<file path="config.mk">
export PLATFORM = sky130hd
export DESIGN_NAME = fetch_unit
export DESIGN_NICKNAME = d
export VERILOG_FILES = /design/src/rtl/fetch_unit_pkg.sv /design/src/rtl/fetch_fifo.sv /design/src/rtl/fetch_unit.sv
export SDC_FILE = /design/constraint.sdc
export NUM_CORES = 1
export LEC_CHECK = 0
export ABC_AREA = 1
export CELL_PAD_IN_SITES_DETAIL_PLACEMENT = 1
export CELL_PAD_IN_SITES_GLOBAL_PLACEMENT = 1
export CORE_ASPECT_RATIO = 0.75
export CORE_MARGIN = 10
export CORE_UTILIZATION = 39
export DETAILED_ROUTE_END_ITERATION = 6
export PLACE_DENSITY_LB_ADDON = 0.1
export SYNTH_ARGS = -nofsm -noshare
export SYNTH_HDL_FRONTEND = slang
export SYNTH_SLANG_ARGS = --single-unit
</file>
<file path="constraint.sdc">
create_clock -name clk -period 3.8 [get_ports clk]
set_clock_uncertainty 0.1 [all_clocks]
set_input_delay 0.57 -clock clk [delete_from_list [all_inputs] [get_ports clk]]
set_output_delay 0.57 -clock clk [all_outputs]
set_load 0.02 [all_outputs]
</file>
<file path="src/rtl/fetch_unit_pkg.sv">
// Shared types and constants for the instruction fetch stage.
package fetch_unit_pkg;

   // Fetch controller states (2-bit encoding, visible on the debug port).
   typedef enum logic [1:0] {
      FETCH_BOOT  = 2'b00,
      FETCH_RUN   = 2'b01,
      FETCH_FLUSH = 2'b10
   } fetch_state_e;

   // One prefetch buffer entry: the instruction word tagged with its PC.
   typedef struct packed {
      logic [31:0] pc;
      logic [31:0] inst;
   } fetch_entry_t;

   // addi x0,x0,0 -- idle value for the instruction data bus.
   localparam logic [31:0] INST_NOP      = 32'h0000_0013;
   localparam logic [31:0] PC_ALIGN_MASK = 32'hFFFF_FFFC;

   // Force a fetch target onto a word boundary.
   function automatic logic [31:0] align_pc(input logic [31:0] pc);
      return pc & PC_ALIGN_MASK;
   endfunction

endpackage

</file>
<file path="src/rtl/fetch_fifo.sv">
// Prefetch FIFO holding {pc, inst} entries. Clear wins over push and pop;
// the head is presented combinationally (zero when empty, no bypass).
module fetch_fifo
   import fetch_unit_pkg::*;
#(
   parameter int  DEPTH = 4,
   localparam int CW    = $clog2(DEPTH) + 1
) (
   input  logic         clk,
   input  logic         rst_n,
   input  logic         i_push,
   input  fetch_entry_t i_push_data,
   input  logic         i_pop,
   input  logic         i_clear,
   output fetch_entry_t o_head,
   output logic         o_full,
   output logic         o_empty,
   output logic [CW-1:0] o_count
);

   localparam int AW = $clog2(DEPTH);

   fetch_entry_t  r_mem [DEPTH];
   logic [AW-1:0] r_rd_ptr;
   logic [AW-1:0] r_wr_ptr;
   logic [CW-1:0] r_count;
   logic          w_do_pop;

   assign o_empty  = (r_count == '0);
   assign o_full   = (r_count == CW'(DEPTH));
   assign o_count  = r_count;
   assign w_do_pop = i_pop && !o_empty;
   assign o_head   = o_empty ? '0 : r_mem[r_rd_ptr];

   // Pointer and occupancy bookkeeping; pointers wrap naturally (DEPTH is 2^n).
   always_ff @(posedge clk or negedge rst_n) begin
      if (!rst_n) begin
         r_rd_ptr <= '0;
         r_wr_ptr <= '0;
         r_count  <= '0;
      end else if (i_clear) begin
         r_rd_ptr <= '0;
         r_wr_ptr <= '0;
         r_count  <= '0;
      end else begin
         if (i_push)   r_wr_ptr <= r_wr_ptr + 1'b1;
         if (w_do_pop) r_rd_ptr <= r_rd_ptr + 1'b1;
         r_count <= r_count + CW'(i_push) - CW'(w_do_pop);
      end
   end

   // Entry storage; a push into a full FIFO with a same-cycle pop reuses the head slot.
   always_ff @(posedge clk) begin
      if (i_push && !i_clear) r_mem[r_wr_ptr] <= i_push_data;
   end

endmodule

</file>
<file path="src/rtl/fetch_unit.sv">
// Instruction fetch stage: credit-limited word fetches, in-order response
// tagging, prefetch buffering and redirect flush with stale-response drop.
//
// Handshakes: a transfer happens on a rising edge where valid and ready are
// both high; valid never waits on ready, and while valid is high without
// ready the payload (imem_req_addr) is held. Only a redirect may withdraw a
// pending request. Responses have no backpressure and return in order.
module fetch_unit
   import fetch_unit_pkg::*;
#(
   parameter logic [31:0] RESET_PC = 32'h0000_0000,
   parameter int          DEPTH    = 4
) (
   input  logic         clk,
   input  logic         rst,
   output logic         imem_req_valid,
   input  logic         imem_req_ready,
   output logic [31:0]  imem_req_addr,
   input  logic         imem_resp_valid,
   input  logic [31:0]  imem_resp_data,
   output logic         inst_valid,
   input  logic         inst_ready,
   output logic [31:0]  inst,
   output logic [31:0]  inst_pc,
   input  logic         redirect,
   input  logic [31:0]  redirect_pc,
   output fetch_state_e o_dbg_state
);

   localparam int            CW  = $clog2(DEPTH) + 1;
   localparam logic [CW:0]   LIM = (CW+1)'(DEPTH);

   fetch_state_e  r_state,       w_state_next;
   logic [31:0]   r_fetch_pc,    w_fetch_pc_next;
   logic [31:0]   r_resp_pc,     w_resp_pc_next;
   logic [CW-1:0] r_outstanding, w_outstanding_next;
   logic [CW-1:0] r_stale,       w_stale_next;

   logic [CW-1:0] w_fifo_count;
   logic          w_fifo_full;
   logic          w_fifo_empty;
   logic          w_fifo_push;
   logic          w_fifo_pop;
   logic          w_fifo_clear;
   fetch_entry_t  w_fifo_head;
   fetch_entry_t  w_push_entry;

   logic          w_credit_ok;
   logic          w_req_valid;
   logic          w_req_fire;
   logic [CW-1:0] w_stale_base;
   logic          w_resp_drop;

   // Buffered plus in-flight words may never exceed the FIFO size.
   assign w_credit_ok = ({1'b0, w_fifo_count} + {1'b0, r_outstanding}) < LIM;
   assign w_req_valid = (r_state == FETCH_RUN) && !redirect && w_credit_ok;
   assign w_req_fire  = w_req_valid && imem_req_ready;

   // On redirect the in-flight count becomes the stale count; a response
   // landing in the redirect cycle itself is dropped and not counted.
   assign w_stale_base = (r_state == FETCH_FLUSH) ? r_stale : r_outstanding;
   assign w_resp_drop  = imem_resp_valid && (w_stale_base != '0);

   assign w_push_entry = '{pc: r_resp_pc, inst: imem_resp_data};
   assign w_fifo_pop   = inst_valid && inst_ready;

   assign imem_req_valid = w_req_valid;
   assign imem_req_addr  = r_fetch_pc;
   assign inst_valid     = !w_fifo_empty;
   assign inst           = w_fifo_head.inst;
   assign inst_pc        = w_fifo_head.pc;
   assign o_dbg_state    = r_state;

   // State register together with the fetch/response PCs and credit counters.
   always_ff @(posedge clk or negedge rst) begin
      if (!rst) begin
         r_state       <= FETCH_BOOT;
         r_fetch_pc    <= RESET_PC;
         r_resp_pc     <= RESET_PC;
         r_outstanding <= '0;
         r_stale       <= '0;
      end else begin
         r_state       <= w_state_next;
         r_fetch_pc    <= w_fetch_pc_next;
         r_resp_pc     <= w_resp_pc_next;
         r_outstanding <= w_outstanding_next;
         r_stale       <= w_stale_next;
      end
   end

   // Next-state and FIFO control; redirect overrides every state.
   always_comb begin
      w_state_next       = r_state;
      w_fetch_pc_next    = r_fetch_pc;
      w_resp_pc_next     = r_resp_pc;
      w_outstanding_next = r_outstanding;
      w_stale_next       = r_stale;
      w_fifo_push        = 1'b0;
      w_fifo_clear       = 1'b0;
      if (redirect) begin
         w_fifo_clear       = 1'b1;
         w_fetch_pc_next    = align_pc(redirect_pc);
         w_resp_pc_next     = align_pc(redirect_pc);
         w_outstanding_next = '0;
         w_stale_next       = w_stale_base - CW'(w_resp_drop);
         w_state_next       = (w_stale_next != '0) ? FETCH_FLUSH : FETCH_RUN;
      end else begin
         case (r_state)
            FETCH_BOOT: w_state_next = FETCH_RUN;
            FETCH_RUN: begin
               if (w_req_fire) w_fetch_pc_next = r_fetch_pc + 32'd4;
               if (imem_resp_valid) begin
                  w_fifo_push    = 1'b1;
                  w_resp_pc_next = r_resp_pc + 32'd4;
               end
               w_outstanding_next = r_outstanding + CW'(w_req_fire) - CW'(imem_resp_valid);
            end
            FETCH_FLUSH: begin
               if (imem_resp_valid) begin
                  w_stale_next = r_stale - 1'b1;
                  if (r_stale == CW'(1)) w_state_next = FETCH_RUN;
               end
            end
            default: w_state_next = FETCH_BOOT;
         endcase
      end
   end

   // The credit check must keep every push away from a full FIFO.
   a_no_overflow: assert property (@(posedge clk) disable iff (!rst)
      !(w_fifo_push && !w_fifo_clear && w_fifo_full && !w_fifo_pop));

   fetch_fifo #(.DEPTH(DEPTH)) u_fifo (
      .clk        (clk),
      .rst_n      (rst),
      .i_push     (w_fifo_push),
      .i_push_data(w_push_entry),
      .i_pop      (w_fifo_pop),
      .i_clear    (w_fifo_clear),
      .o_head     (w_fifo_head),
      .o_full     (w_fifo_full),
      .o_empty    (w_fifo_empty),
      .o_count    (w_fifo_count)
   );

endmodule

</file>
==> results.md, run 1 <==
- PortBufs: roughly 160
- Hold Path Class: input port to asynchronous set/reset pin
- Routed Antenna Nets: 0
- Total grt overflow: 0
- Total Wirelength: roughly 45,000 um
- Final Hold Vio Count: 0
- Post-DP Area: about 17,000 um2
- Fmax: ~0.27 GHz
- Final instance area: 18,400 um2
- Pins Over Slew Limit: 0
- Routed wire per std cell: between 20 and 25 um
- Setup crit end kind: output pin
- Int Pwr: 7.82 mW
- Final setup viols: 0
- DP Worst Slack: 735 ps
- Core ar.: 37,400 um2
- WP data required: 3130 ps
- Actual slew at the worst max-slew pin: 850 ps
- EDFF count, synth: 248
- First DRT Iteration DRCs: just under 700
- Count leader, synth: nor2_1
- Final HPWL DP: 30,100 um
- Worst Path Max Fanout: 60
- Die footprint: 46,600 um2
- Share of layout cells above drive strength 1: 6.77%
- Area contributors post-synth: edfxtp_1 50%, dfrtp_1 13%, nor2_1 8.9%
- Initial Utilization: 39.9%
- I/O pin total: 170
- Peak VDD IR: around 0.33 mV
- GP Congestion: 0.858
- Level count of the clock H-tree: 2
- Largest net degree at the start of global routing: 63
- # hold bufs at CTS: 0
- CP Launch Type: flop
- Clock share of power: 28.9%
- Root buffer selected by CTS: clkbuf_16
- CTS Buf Count: 37
- Initial antenna violation count: 1
- Seq pwr share: a little under two fifths
- Yosys reg bits: 323
- WHS: 35.1 ps
- Switching pwr: 4.36 mW
- Tcrit/Tclk final: 96.1%
- Library cells used by synthesis: 38
- Drt pass-1 iters: 5
- GRT Total Usage: about a fifth
- CTS tree: yes
- Total of max-cap violations: 0
- Sw frac: a little over a third
- Fin nets: roughly 1,800
- Slew margin rel.: 43.3%
- Total Power: 12.2 mW
- Status: completed
- Chip width: between 200 and 250 um
- Vias/cell: 5.19
- Syn avg cell area: 9.59 um2
- Final min period: between 3000 and 4000 ps
- Final core utilization: 49.1%
- Synth Flop Type: edfxtp_1
- Post-CTS setup buffer count: 0
- Vias in the first global route: 12,300
- First-pass GRT wire length: 71,700 um
- Area share of the largest cell type after synthesis: 49.9%
- Leading area contributor after synthesis: edfxtp_1
- Static Leakage: 6.85 nW
- RSZ-0062 raised after global routing: false
- PD cells: about 660 nW/um2
- DRC: 0
- Clk sink count: between 300 and 400
- Die height: 189 um
- Syn Inst Count: 1,557
- Final setup margin: 147 ps
- Clk_lat worst skew: 530 ps
- Number of vias in the routed layout: 11,700
- Share of the yosys chip area belonging to registers: 62.5%
- Post-Syn Area: 14,900 um2
- # rows: 61
- Asr flop ratio synth: around 23%
- Power share of the combinational group: 33.1%
- Reg clk slew, reported paths: around 60 ps
- CP Class: flop to output pin
- Max clock buf depth: 3
- CTS resizes: 0
- Warnings from Yosys: 0
- Synth cell count leaders: 353 x nor2_1, 257 x nand2_1, 248 x edfxtp_1
- WP data arrival: 2980 ps
- Area Growth Syn to Fin: 23.0%
==> power groups by stage <==
stage                     Sequential, mW  Combinational, mW  Clock, mW
after floorplan                     4.60               2.25          0
after global placement              4.68               4.00          0
after detailed placement            4.70               4.08          0
after CTS                           4.63               4.11       3.60
after global routing                4.69               4.46       3.76
final                               4.63               4.03       3.52
==> critical path, cell delays in order, from the launching register on <==
cell and delay, ps:
dfrtp_4 710, buf_12 330, nor2_1 100, nor2_1 120, o21ai_0 100, a21oi_1 370
clkdlybuf4s50_1 700
==> metal layers <==
layer,track usage [%],vias up,wire [um]
met2,31.3,236,21400
met1,27.0,5806,21500
met3,2.84,47,2030
met4,4.12,0,565
met5,0,-,0
li1,-,5562,-
==> path summary, 6_finish.rpt <==
check / start / end / slack [ps] / cells past startpoint
max in group asynchronous: rst / r_resp_pc[29]$_DFFE_PN0P_ / 2860 / 2
min in group clk: redirect / r_outstanding[2]$_DFFE_PN0P_ / 310 / 4
worst min register to register: u_fifo.r_wr_ptr[0]$_DFFE_PN0P_ / u_fifo.r_wr_ptr[0]$_DFFE_PN0P_ / 480 / 1
worst min-delay path: rst / imem_req_addr[13]$_DFFE_PN0P_ / 40 / 1
worst max register to register: r_outstanding[2]$_DFFE_PN0P_ / r_outstanding[2]$_DFFE_PN0P_ / 990 / 14
worst max-delay path: u_fifo.r_rd_ptr[0]$_DFFE_PN0P_ / inst_pc[27] / 150 / 6
==> stage by stage <==
step / cells / TNS [ps]
global placement: 2183 / 0
floorplan: 1560 / -119860
finish: 2247 / 0
global route: 2247 / 0
detailed placement: 2183 / 0
CTS: 2246 / 0
==> registers in the layout, summed over array words and instances, names as in the netlist <==
name / cells
u_fifo.r_mem: 248
imem_req_addr: 30
r_resp_pc: 30
r_outstanding: 3
r_stale: 3
u_fifo.o_count: 3
o_dbg_state: 2
u_fifo.r_rd_ptr: 2
u_fifo.r_wr_ptr: 2
==> cells in the final DEF, fill, tap and decap left out, drive strengths merged, types with 2 or more instances in the layout <==
cell,netlist,final
clkinv,0,6
nor3,11,11
clkbuf,32,51
dfrtp,75,75
inv,106,108
nand4,10,10
a31oi,7,7
a21oi,91,91
o211ai,11,11
xor2,8,8
edfxtp,248,248
clkdlybuf4s50,0,161
nor2,370,370
fa,2,2
xnor2,5,5
buf,40,30
ha,16,16
nand2,262,262
nand3b,2,2
o21ai,163,163
o21bai,2,2
or2,2,2
bufinv,0,3
conb,1,4
nand3,87,87
==> cells by family (layout without fill, tap and decap cells) <==
kind of cell / after synthesis / count (layout) / share of synthesized area (%)
flops: 323 / 323 / 62.5
other cells: 1 / 5 / 0.0251
xor+xnor: 13 / 13 / 0.763
fa+ha+maj: 18 / 18 / 1.61
simple gates: 746 / 746 / 20.5
compound gates: 278 / 278 / 9.70
buf+inv: 178 / 360 / 4.95
==> layout make-up <==
| type | instances | area, um2 |
|---|---|---|
| Multi-Input combinational cell | 1059 | 4910 |
| Antenna cell | 1 | 2.50 |
| Tap cell | 504 | 631 |
| Sequential cell | 323 | 9330 |
| Clock inverter | 12 | 144 |
| Clock buffer | 51 | 1030 |
| Fill cell | 4187 | 19000 |
| Inverter | 106 | 398 |
| Timing Repair Buffer | 191 | 1920 |
Power figures use the tool's default switching activity.
==> inputs of run 2 (changes only) <==
CORE_ASPECT_RATIO = 0.7   (was 0.75)
==> results.md, run 2 (synthesis gave the netlist of run 1 again) <==
- CTS tree: yes (unchanged)
- Area Growth Syn to Fin: 22.2% (was 23.0%)
- Reg2reg start: r_outstanding[2]$_DFFE_PN0P_ (unchanged)
- Slew margin rel.: 41.0% (was 43.3%)
- Most frequent cells in the layout: 349 x nor2_1, 257 x nand2_1, 248 x edfxtp_1 (unchanged)
- Clock share of power: 27.7% (was 28.9%)
- DP Worst Slack: 633 ps (was 735 ps)
- Sw frac: 36.4% (was 35.8%)
- CP Class: flop to output pin (unchanged)
- Hold Path Class: input port to asynchronous set/reset pin (unchanged)
- Drt pass-1 iters: 5 (unchanged)
- Initial Utilization: 39.8% (was 39.9%)
- First DRT Iteration DRCs: 826 (was 696)
- Setup crit end kind: output pin (unchanged)
- Total of max-cap violations: 0 (unchanged)
- RSZ-0062 raised after global routing: false (unchanged)
- Max reg flops: 248 (unchanged)
- GRT Total Usage: 19.7% (was 19.3%)
- Most common cell after layout, fill and taps aside: nor2_1 (unchanged)
- Root buffer selected by CTS: clkbuf_16 (unchanged)
- Ant. Diodes: 0 (was 1)
- GP Congestion: 0.898 (was 0.858)
- CP Launch Type: flop (unchanged)
- Total Wirelength: 45,800 um (was 45,500 um)
- Power share of the combinational group: 34.1% (was 33.1%)
- Worst setup path startpoint: u_fifo.r_rd_ptr[1]$_DFFE_PN0P_ (was u_fifo.r_rd_ptr[0]$_DFFE_PN0P_)
- Vias/cell: 5.23 (was 5.19)
- Total grt overflow: 0 (unchanged)
- Post-CTS setup buffer count: 0 (unchanged)
- Clk_lat worst skew: 530 ps (about the same)
- # rows: 59 (was 61)
- Finished Layout Cells: 2,226 (was 2,247)
- Vias in the first global route: 12,200 (was 12,300)
- Biggest register: u_fifo.r_mem (unchanged)
- Switching pwr: 4.37 mW (was 4.36 mW)
- DRC: 0 (unchanged)
- Clk sink count: 323 (unchanged)
- Routed wire per std cell: 20.6 um (was 20.2 um)
- Share of layout cells above drive strength 1: 6.33% (was 6.77%)
- # hold bufs at CTS: 0 (unchanged)
- Die height: 184 um (was 189 um)
- First-pass GRT wire length: 72,500 um (was 71,700 um)
- Static Leakage: 6.80 nW (was 6.85 nW)
- Pins Over Slew Limit: 0 (unchanged)
- PD cells: 658 nW/um2 (was 663 nW/um2)
- Chip width: 254 um (was 246 um)
- Tcrit/Tclk final: 97.4% (was 96.1%)
- Fill count: 4,201 (was 4,187)
- Total Power: 12.0 mW (was 12.2 mW)
- Worst Path Max Fanout: 63 (was 60)
- Final HPWL DP: 29,900 um (was 30,100 um)
- Final setup margin: 99.1 ps (was 147 ps)
- Status: completed (unchanged)
- Level count of the clock H-tree: 2 (unchanged)
- Fin nets: 1,800 (was 1,806)
- Seq pwr share: 38.2% (was 38.0%)
- Final Hold Vio Count: 0 (unchanged)
- I/O pin total: 170 (unchanged)
- CTS Buf Count: 36 (was 37)
- Placed insts: 2,162 (was 2,183)
- Core ar.: 37,500 um2 (was 37,400 um2)
- Int Pwr: 7.64 mW (was 7.82 mW)
- Reg clk slew, reported paths: 60 ps (about the same)
- Actual slew at the worst max-slew pin: 884 ps (was 850 ps)
- Final min period: 3700 ps (was 3650 ps)
- CTS resizes: 0 (unchanged)
- PortBufs: 163 (unchanged)
- Number of vias in the routed layout: 11,600 (was 11,700)
- Max clock buf depth: 3 (unchanged)
- Final setup viols: 0 (unchanged)
- WP data required: 3130 ps (about the same)
- Peak VDD IR: 0.329 mV (was 0.331 mV)
- Fmax: 0.270 GHz (was 0.274 GHz)
- Largest net degree at the start of global routing: 126 (was 63)
- Die footprint: 46,600 um2 (about the same)
- Routed Antenna Nets: 0 (unchanged)
- WP data arrival: 3030 ps (was 2980 ps)
- Initial antenna violation count: 0 (was 1)
[run 2: cell types whose count changed in the layout (fill, tap and decap cells not counted), sizes merged, moves of 3 or more]
cell | previous run | this run
clkbuf | 51 | 41
inv | 108 | 105
clkinv | 6 | 22
buf | 30 | 25
[run 2: worst max-delay path: stages (launching register included)]
cell and delay [ps]:
dfrtp_2 390, buf_16 300, clkinv_2 110, buf_4 320
nor2_1 190, o21ai_0 120, a21oi_1 310, clkdlybuf4s50_1 680
[run 2: per-layer routing]
| layer | GRT usage [%] | share of wire [%] | wire, um | up-vias |
|---|---|---|---|---|
| met1 | 28.1 | 49 | 22300 | 5824 |
| met4 | 4.16 | 1.4 | 663 | 0 |
| met3 | 3.33 | 4.7 | 2170 | 53 |
| met2 | 31.0 | 45 | 20700 | 215 |
| met5 | 0 | 0 | 0 | - |
| li1 | - | - | - | 5546 |
[run 2: area by class of cell]
class | instances | area, um2 | share of cell area, %
clock inverter | 23 | 153 | 0.837
tap | 488 | 611 | 3.35
multi-input combinational | 1059 | 4910 | 26.9
inverter | 106 | 399 | 2.19
clock buffer | 41 | 941 | 5.16
sequential | 323 | 9330 | 51.1
timing repair buffer | 186 | 1900 | 10.4
[run 2: final timing paths]
check                                                 endpoint  slack, ps  cells after the start
worst max-delay path                               inst_pc[11]        100                      7
min in group clk                   u_fifo.o_count[1]$_DFF_PN0_        310                      2
max in group asynchronous        imem_req_addr[21]$_DFFE_PN0P_       2750                      2
worst min-delay path             imem_req_addr[19]$_DFFE_PN0P_         50                      1
worst min register to register  u_fifo.r_wr_ptr[0]$_DFFE_PN0P_        470                      1
worst max register to register    r_outstanding[2]$_DFFE_PN0P_       1000                     14
[run 2: power groups by stage]
stage	combinational (mW)	sequential, mW	clock [mW]
floorplan	2.25	4.60	0
global placement	4.07	4.64	0
detailed placement	4.15	4.67	0
CTS	4.17	4.60	3.40
global route	4.54	4.65	3.55
finish	4.10	4.59	3.32
[run 2: stage by stage]
stage	util (%)	area (um2)	hold WS, ps	TNS (ps)
finish	48.7	18200	50.1	0
global route	48.7	18200	114	0
CTS	48.6	18200	76.2	0
detailed placement	45.7	17100	452	0
global placement	45.7	17100	434	0
floorplan	-	14900	174	-119860
